<file path="config.mk">
export PLATFORM = sky130hd
export DESIGN_NAME = neopix_tx
export DESIGN_NICKNAME = d
export VERILOG_FILES = /design/src/rtl/neopix_pkg.sv /design/src/rtl/byte_fifo.sv /design/src/rtl/neopix_tx.sv
export SDC_FILE = /design/constraint.sdc
export NUM_CORES = 1
export LEC_CHECK = 0
export CORE_AREA = 2 2 126 128
export DETAILED_ROUTE_END_ITERATION = 8
export DIE_AREA = 0 0 128 130
export PLACE_DENSITY = 0.7
export SLEW_MARGIN = 20
export SYNTH_ARGS = -nofsm -noshare
export SYNTH_HDL_FRONTEND = slang
export SYNTH_HIERARCHICAL = 1
export SYNTH_SLANG_ARGS = --single-unit
export TNS_END_PERCENT = 100
</file>
<file path="constraint.sdc">
create_clock -name clk_i -period 5.9 [get_ports clk_i]
set_input_delay 1.18 -clock clk_i [delete_from_list [all_inputs] [get_ports clk_i]]
set_output_delay 1.18 -clock clk_i [all_outputs]
set_load 0.02 [all_outputs]
</file>
<file path="src/rtl/neopix_pkg.sv">
// +-----------------------------------------------------------------------------
// | neopix_pkg : state encoding and default 50 MHz WS2812 timing for neopix_tx
// | Revision   : 1.0
// +-----------------------------------------------------------------------------
`default_nettype none

package neopix_pkg;

    typedef enum logic [1:0] {
        ST_IDLE  = 2'd0,
        ST_BIT   = 2'd1,
        ST_LATCH = 2'd2
    } state_e;

    localparam int DEF_T0H     = 20;
    localparam int DEF_T1H     = 40;
    localparam int DEF_T_BIT   = 63;
    localparam int DEF_T_RESET = 14000;

endpackage

`default_nettype wire

</file>
<file path="src/rtl/byte_fifo.sv">
// +-----------------------------------------------------------------------------
// | byte_fifo : 8-bit synchronous show-ahead FIFO, wrap-bit full/empty detection
// | Revision  : 1.0
// +-----------------------------------------------------------------------------
`default_nettype none

module byte_fifo #(
    parameter int DEPTH = 16
) (
    input  logic       clk_i,
    input  logic       reset_n_i,
    input  logic       wr_i,
    input  logic [7:0] wdata_i,
    input  logic       rd_i,
    output logic [7:0] rdata_o,
    output logic       full_o,
    output logic       empty_o
);

    localparam int AW = $clog2(DEPTH);

    logic [AW:0] wr_ptr_q, wr_ptr_d;
    logic [AW:0] rd_ptr_q, rd_ptr_d;
    logic [7:0]  mem_q [DEPTH];
    logic        do_wr;
    logic        do_rd;

    // Full is judged on current pointers only, so a same-cycle pop never frees room.
    assign full_o  = (wr_ptr_q[AW] != rd_ptr_q[AW]) &&
                     (wr_ptr_q[AW-1:0] == rd_ptr_q[AW-1:0]);
    assign empty_o = (wr_ptr_q == rd_ptr_q);
    assign do_wr   = wr_i && !full_o;
    assign do_rd   = rd_i && !empty_o;
    assign rdata_o = mem_q[rd_ptr_q[AW-1:0]];

    always_comb begin
        wr_ptr_d = wr_ptr_q;
        rd_ptr_d = rd_ptr_q;
        if (do_wr) wr_ptr_d = wr_ptr_q + 1'b1;
        if (do_rd) rd_ptr_d = rd_ptr_q + 1'b1;
    end

    always_ff @(posedge clk_i or negedge reset_n_i) begin
        if (!reset_n_i) begin
            wr_ptr_q <= '0;
            rd_ptr_q <= '0;
        end else begin
            wr_ptr_q <= wr_ptr_d;
            rd_ptr_q <= rd_ptr_d;
        end
    end

    always_ff @(posedge clk_i) begin
        if (do_wr) mem_q[wr_ptr_q[AW-1:0]] <= wdata_i;
    end

endmodule

`default_nettype wire

</file>
<file path="src/rtl/neopix_tx.sv">
// +-----------------------------------------------------------------------------
// | neopix_tx : byte stream to WS2812 one-wire serializer with latch insertion
// | Revision  : 1.0
// +-----------------------------------------------------------------------------
`default_nettype none

module neopix_tx
    import neopix_pkg::*;
#(
    parameter int T0H        = DEF_T0H,
    parameter int T1H        = DEF_T1H,
    parameter int T_BIT      = DEF_T_BIT,
    parameter int T_RESET    = DEF_T_RESET,
    parameter int FIFO_DEPTH = 16
) (
    input  logic       clk_i,
    input  logic       reset_n_i,
    input  logic [7:0] data_i,
    input  logic       valid_i,
    output logic       dout_o,
    output logic       busy_o,
    output logic       overflow_o,
    output logic       frame_done_o
);

    localparam int CW = $clog2(T_BIT);
    localparam int LW = $clog2(T_RESET);
    localparam logic [CW-1:0] C_T0H      = CW'(T0H);
    localparam logic [CW-1:0] C_T1H      = CW'(T1H);
    localparam logic [CW-1:0] C_CYC_LAST = CW'(T_BIT - 1);
    localparam logic [LW-1:0] C_LAT_LAST = LW'(T_RESET - 1);

    state_e        state_q, state_d;
    logic [CW-1:0] cyc_cnt_q, cyc_cnt_d;
    logic [LW-1:0] lat_cnt_q, lat_cnt_d;
    logic [2:0]    bit_idx_q, bit_idx_d;
    logic [7:0]    shift_q, shift_d;
    logic          dout_q, dout_d;
    logic          overflow_q, overflow_d;
    logic          frame_done_q, frame_done_d;

    logic          fifo_pop;
    logic [7:0]    fifo_rdata;
    logic          fifo_full;
    logic          fifo_empty;

    byte_fifo #(
        .DEPTH(FIFO_DEPTH)
    ) u_fifo (
        .clk_i    (clk_i),
        .reset_n_i(reset_n_i),
        .wr_i     (valid_i),
        .wdata_i  (data_i),
        .rd_i     (fifo_pop),
        .rdata_o  (fifo_rdata),
        .full_o   (fifo_full),
        .empty_o  (fifo_empty)
    );

    always_comb begin
        state_d      = state_q;
        cyc_cnt_d    = cyc_cnt_q;
        lat_cnt_d    = lat_cnt_q;
        bit_idx_d    = bit_idx_q;
        shift_d      = shift_q;
        fifo_pop     = 1'b0;
        dout_d       = 1'b0;
        frame_done_d = 1'b0;
        overflow_d   = valid_i && fifo_full;

        case (state_q)
            ST_IDLE: begin
                if (!fifo_empty) begin
                    fifo_pop  = 1'b1;
                    shift_d   = fifo_rdata;
                    bit_idx_d = 3'd7;
                    cyc_cnt_d = '0;
                    state_d   = ST_BIT;
                end
            end
            ST_BIT: begin
                dout_d = (cyc_cnt_q < (shift_q[7] ? C_T1H : C_T0H));
                if (cyc_cnt_q == C_CYC_LAST) begin
                    cyc_cnt_d = '0;
                    if (bit_idx_q != 3'd0) begin
                        shift_d   = {shift_q[6:0], 1'b0};
                        bit_idx_d = bit_idx_q - 3'd1;
                    end else if (!fifo_empty) begin
                        // Chain straight into the next byte so there is no gap on the wire.
                        fifo_pop  = 1'b1;
                        shift_d   = fifo_rdata;
                        bit_idx_d = 3'd7;
                    end else begin
                        lat_cnt_d = '0;
                        state_d   = ST_LATCH;
                    end
                end else begin
                    cyc_cnt_d = cyc_cnt_q + 1'b1;
                end
            end
            ST_LATCH: begin
                if (lat_cnt_q == C_LAT_LAST) begin
                    lat_cnt_d    = '0;
                    frame_done_d = 1'b1;
                    state_d      = ST_IDLE;
                end else begin
                    lat_cnt_d = lat_cnt_q + 1'b1;
                end
            end
            default: state_d = ST_IDLE;
        endcase
    end

    always_ff @(posedge clk_i or negedge reset_n_i) begin
        if (!reset_n_i) begin
            state_q      <= ST_IDLE;
            cyc_cnt_q    <= '0;
            lat_cnt_q    <= '0;
            bit_idx_q    <= '0;
            shift_q      <= '0;
            dout_q       <= 1'b0;
            overflow_q   <= 1'b0;
            frame_done_q <= 1'b0;
        end else begin
            state_q      <= state_d;
            cyc_cnt_q    <= cyc_cnt_d;
            lat_cnt_q    <= lat_cnt_d;
            bit_idx_q    <= bit_idx_d;
            shift_q      <= shift_d;
            dout_q       <= dout_d;
            overflow_q   <= overflow_d;
            frame_done_q <= frame_done_d;
        end
    end

    assign dout_o       = dout_q;
    assign overflow_o   = overflow_q;
    assign frame_done_o = frame_done_q;
    assign busy_o       = (state_q != ST_IDLE) || !fifo_empty;

endmodule

`default_nettype wire

</file>
Word-level counts from Yosys, hierarchy flattened. Memories as Yosys holds them, arrays and structs flattened. Cells that the tools add are included.

Multiplexer cells: 32. Magnitude comparators: 1. $add $sub $neg: 5. Reduce and logical (&&, ||, !) cells: 16. Equality and inequality tests: 12.

Operators by type and width (count): two-way mux 14 bit (4); case mux 14 bit (2 select lines) (1); two-way mux 8 bit (3); two-way mux 6 bit (3); case mux 8 bit (2 select lines) (1); adder 14 x 1 -> 14 bit (second input constant) (1); equality test 14 bit (second input constant) (1); case mux 6 bit (2 select lines) (1); adder 5 x 1 -> 5 bit (second input constant) (2); two-way mux 2 bit (5); inequality test 2 bit (second input constant) (5); two-way mux 3 bit (3); two-way mux 1 bit (8); adder 6 x 1 -> 6 bit (second input constant) (1); equality test 6 bit (second input constant) (1); less-than comparator 6 bit (1); case mux 2 bit (3 select lines) (1); case mux 3 bit (2 select lines) (1); nonzero test 2 bit (3); equality test 5 bit (1); AND reduction 5 bit (1); equality test 4 bit (1); logical AND 1 bit (4); AND reduction 2 bit (2); 10 further kinds (11).

Word-level logic and storage cells: 77. Output and inout bits: 4. Flip-flop bits (word level): 46. Memories kept: 1. RAM bits: 128.

Memories: u_fifo.mem_q (words 16, bits a word 8, read ports 1, clocked after Yosys merged registers in 0, wr ports 1, line byte_fifo.sv:24) `logic [7:0] mem_q [DEPTH];`.

Depth between registers and ports, before layout.
Depth after elaboration: 6. Depth in mapped cells: 11. Gate-level depth less buffers: 9.

By module. The synthesis kept the hierarchy.

Modules (own cells, without submodules): byte_fifo (area an instance 5589.1 um^2, seq. area each 4093.9 um^2, cells an instance 277, times used 1); neopix_tx (area an instance 1919.3 um^2, seq. area each 900.9 um^2, cells an instance 211, times used 1).

Worst setup path before layout. Ideal clock, no wire load.

Path kind: register -> output. Start point: reg u_fifo.rd_ptr_q[1]. End point: out busy_o. Data arrival time: 1.466 ns. Path slack: 3.254 ns. Stages on the path, launching flop included: 8. Cell sequence: dfrtp_1 -> buf_6 -> xnor2_1 -> nand4_1 -> buf_4 -> nor2_1 -> clkbuf_1 -> nand3b_1.

Word-level cells in the longest chain between the ends: 3.

RTL lines: start, declared (line byte_fifo.sv:23) `logic [AW:0] rd_ptr_q, rd_ptr_d;`; start signal, assigned (line byte_fifo.sv:49) `rd_ptr_q <= rd_ptr_d;`; equality test 5 bit (line byte_fifo.sv:31) `assign empty_o = (wr_ptr_q == rd_ptr_q);`; named net fifo_empty (line neopix_tx.sv:45) `logic fifo_empty;`; logical NOT 1 bit (line neopix_tx.sv:139) `assign busy_o = (state_q != ST_IDLE) || !fifo_empty;`; logical OR 1 bit (line neopix_tx.sv:139); end, declared (line neopix_tx.sv:21) `output logic busy_o,`.

The timed path passes the listed nets, and every way through them passes these cells.

Worst setup path in the final report.
Start point: reg u_fifo.rd_ptr_q[2]. End point: out busy_o.

The elaborated chain is that of the path after synthesis.

==> results.md <==
- Slew Viols, Final: 0
- Mean number of vias per cell: 5.92
- FF-to-FF setup slack: 2.87 ns
- Final Total Pwr: 3220 uW
- Post-layout net count: 534
- Setup violations, final: 0
- Number of setup buffers added after CTS: 0
- Clock skew: 0.00679 ns
- Power density over cell area: 382 mW/mm2
- Yosys warns: 6
- MaxCap Viol Count: 0
- Clock transition at the registers of the reported paths: 0.06 ns
- Via count: 4,224
- Share of the yosys chip area belonging to registers: 66.5%
- Area growth from synthesis to final layout: 12.2%
- Number of sinks handled by clock tree synthesis: 174
- Detail Route Antenna Nets: 0
- Syn nets: 512
- Setup Total Neg Slack: 0 ns
- Footprint of the flip-flops and latches: 0.00500 mm2
- Die area: 0.0166 mm2
- CTS max path bufs: 2
- Netlist Area Pre-Place: 0.00751 mm2
- Number of global-route vias before repair: 4,195
- Crit path max fanout: 36
- DRC violations left: 0
- Hold/Removal Path Class: reg -> reg
- Area occupied by multi-input gates: 0.00232 mm2
- Placement Rows: 46
- Simple-gate share of the synthesized area: 8.82%
- Crit. End Element: output port
- Number of non-filler instances in the completed layout: 714
- TritonCTS clock tree: done
- Clock latency on the worst-skew pair: 0.43 ns
- Post-detailed-route wirelength per cell: 20.1 um
- CP required: 4.72 ns
- Critical R2R Launch: u_fifo/rd_ptr_q[2]
- Startpoint of the most critical setup path: u_fifo/rd_ptr_q[2]
- I/O Buffers: 14
- Most frequently used flop master after synthesis: sky130_fd_sc_hd__edfxtp_1
- Total grt overflow: 0
- Fraction of synthesized cell area taken by the top area cell type: 51.2%
- Startpoint of the lowest-slack hold path: bit_idx_q[0]
- Setup CP Type: reg -> out
- Data arrival time at the worst-slack endpoint: 3.05 ns
- Number of different library cells in the post-synthesis netlist: 58
- Antenna violations before repair: 0
- Biggest area consumer among synthesized cells: sky130_fd_sc_hd__edfxtp_1
- H-Tree Depth: 4
- Slew HR: 33.2%
- Starting DRT DRC Count: 347
- Commonest non-fill, non-tap cell in the layout: sky130_fd_sc_hd__edfxtp_1
- Adder and majority cell fraction of the synthesized area: 2.17%
- Post-synthesis mux area share: 10.6%
- Half-perimeter wire length of the detailed placement result: 9190 um
- Avg Synthesized Cell Area: 15.4 um2
- Layout fillers: 1,245
- Number of failing hold endpoints at the final stage: 0
- Kind of launch point of the worst setup path: flip-flop
- Starting Density: 48.7%
- Wire length of the first global-routing pass: 23,300 um
- GRT Resource Usage Total: 19.0%
- Compound-gate portion of the synthesized area: 7.58%
- Final antenna diode count: 0
- RSZ-0062 raised after global routing: false
- Resize count post-CTS: 0
- Most frequent cells in the layout: sky130_fd_sc_hd__edfxtp_1, sky130_fd_sc_hd__dfrtp_1, sky130_fd_sc_hd__nand2_1
- Num CTS Buffers: 17
- Number of flops mapped to enable cells by yosys: 128
- GP Congestion: 0.856
- Combinational family with the most area after synthesis: multiplexers
- Slew at the pin with the worst max-slew slack: 0.994 ns
- Async set-or-reset flop fraction in the synthesized netlist: 26.4%
- Die height: 130 um
- Peak clock frequency supported by timing: 237 MHz
- XOR/XNOR Fraction of Synth Area: 1.52%
- Top area cells in the synthesized netlist: sky130_fd_sc_hd__edfxtp_1, sky130_fd_sc_hd__dfrtp_1, sky130_fd_sc_hd__mux4_2
- Fraction of the core area covered by cells at the end of the flow: 54.6%
- Hold bufs inserted after CTS: 0
- Worst VDD drop: 283 uV
- Maximum number of pins on one net before global-route repair: 47
- Core box area: 0.0154 mm2
- Result of the run: finished, final reports clean
- Layout cell share with drive strength beyond 1: 15.7%
- Minimum clock period after layout: 4.23 ns
- Cells after synthesis: 488
- Number of top-level design ports: 15
- Final wirelength: 14,400 um
- Pleak: 0.00295 uW
- Placed Cells incl. Taps: 683
- Final clock period utilization by the worst path: 71.6%
- Flop and latch count out of synthesis: 174
- Chip width: 128 um
- Number of detailed-route iterations in the first pass: 5
- Clock root buffer: sky130_fd_sc_hd__clkbuf_16
==> worst max-delay path, cell delays in order (launching register included) <==
cell	delay [ns]
sky130_fd_sc_hd__dfrtp_1	0.32
sky130_fd_sc_hd__buf_4	0.43
sky130_fd_sc_hd__xnor2_1	0.18
sky130_fd_sc_hd__nand4_1	0.43
sky130_fd_sc_hd__nor2_1	0.55
sky130_fd_sc_hd__nand3b_1	0.13
sky130_fd_sc_hd__clkdlybuf4s50_1	0.56
==> cells by family (layout without fill, tap and decap cells) <==
kind of cell / Yosys count / count (layout)
AND/OR/NAND/NOR: 128 / 128
adder cells (fa/ha/maj): 13 / 13
multiplexers: 36 / 36
AO/OA/AOI/OAI: 88 / 88
XOR/XNOR: 13 / 13
buffers and inverters: 36 / 70
flip-flops: 174 / 174
==> area by class of cell <==
type,instances,share of cell area (%)
sequential,174,59.3
multi-input combinational,278,27.6
clock buffer,17,5.05
tap,192,2.85
timing repair buffer,27,2.79
clock inverter,14,1.89
inverter,12,0.535
==> state kept, by name, indices dropped and copies added, names as in the netlist <==
signal / cells
cyc_cnt_q: 6
lat_cnt_q: 14
u_fifo/wr_ptr_q: 5
u_fifo/rd_ptr_q: 5
frame_done_o: 1
shift_q: 8
overflow_o: 1
u_fifo/mem_q: 128
bit_idx_q: 3
state_q: 2
dout_o: 1
==> metal layers <==
| layer | GRT usage, % | routed length (um) |
|---|---|---|
| met5 | 0 | 0 |
| met1 | 25.8 | 6360 |
| met2 | 30.2 | 7080 |
| met4 | 6.92 | 237 |
| met3 | 4.88 | 709 |
==> Yosys cell counts, drive strengths merged (2+ instances only) <==
cell and count:
edfxtp 128, dfrtp 46, mux4 32, nand2 32, o21ai 28, nor2 27
a21oi 16, a22oi 16, buf 16, nor3 14, ha 13, inv 12
xnor2 12, nand3 10, clkbuf 8, and2 6, nand2b 6, nand4 6
or3 6, nor2b 5, a21o 4, and3 4, nor4 4, o22ai 4
o31ai 4, a31oi 3, mux2 3, o211ai 3, a22o 2, and4 2
and4bb 2, o21a 2, or2 2
==> where the power goes <==
part | internal, uW | switching (uW)
Clock | 629 | 479
Sequential | 1470 | 101
Combinational | 221 | 320
Total | 2320 | 900
==> through the flow <==
stage	worst slack (ns)	instance area, um2	hold WS, ns
6_report	1.67	8420	0.477
5_1_grt	1.37	8420	0.488
4_1_cts	1.65	8410	0.478
3_5_place_dp	2.12	7830	0.468
3_3_place_gp	2.14	7830	0.450
2_1_floorplan	3.25	7510	0.440
==> final timing paths <==
kind	end	depth (start not counted)
setup / recovery	busy_o	6
hold / removal	bit_idx_q[0]	1
setup reg to reg	u_fifo/rd_ptr_q[1]	8
hold reg to reg	bit_idx_q[0]	1
max in group asynchronous	u_fifo/rd_ptr_q[1]	1
min in group asynchronous	lat_cnt_q[12]	1
(Power assumes the default switching activity.)
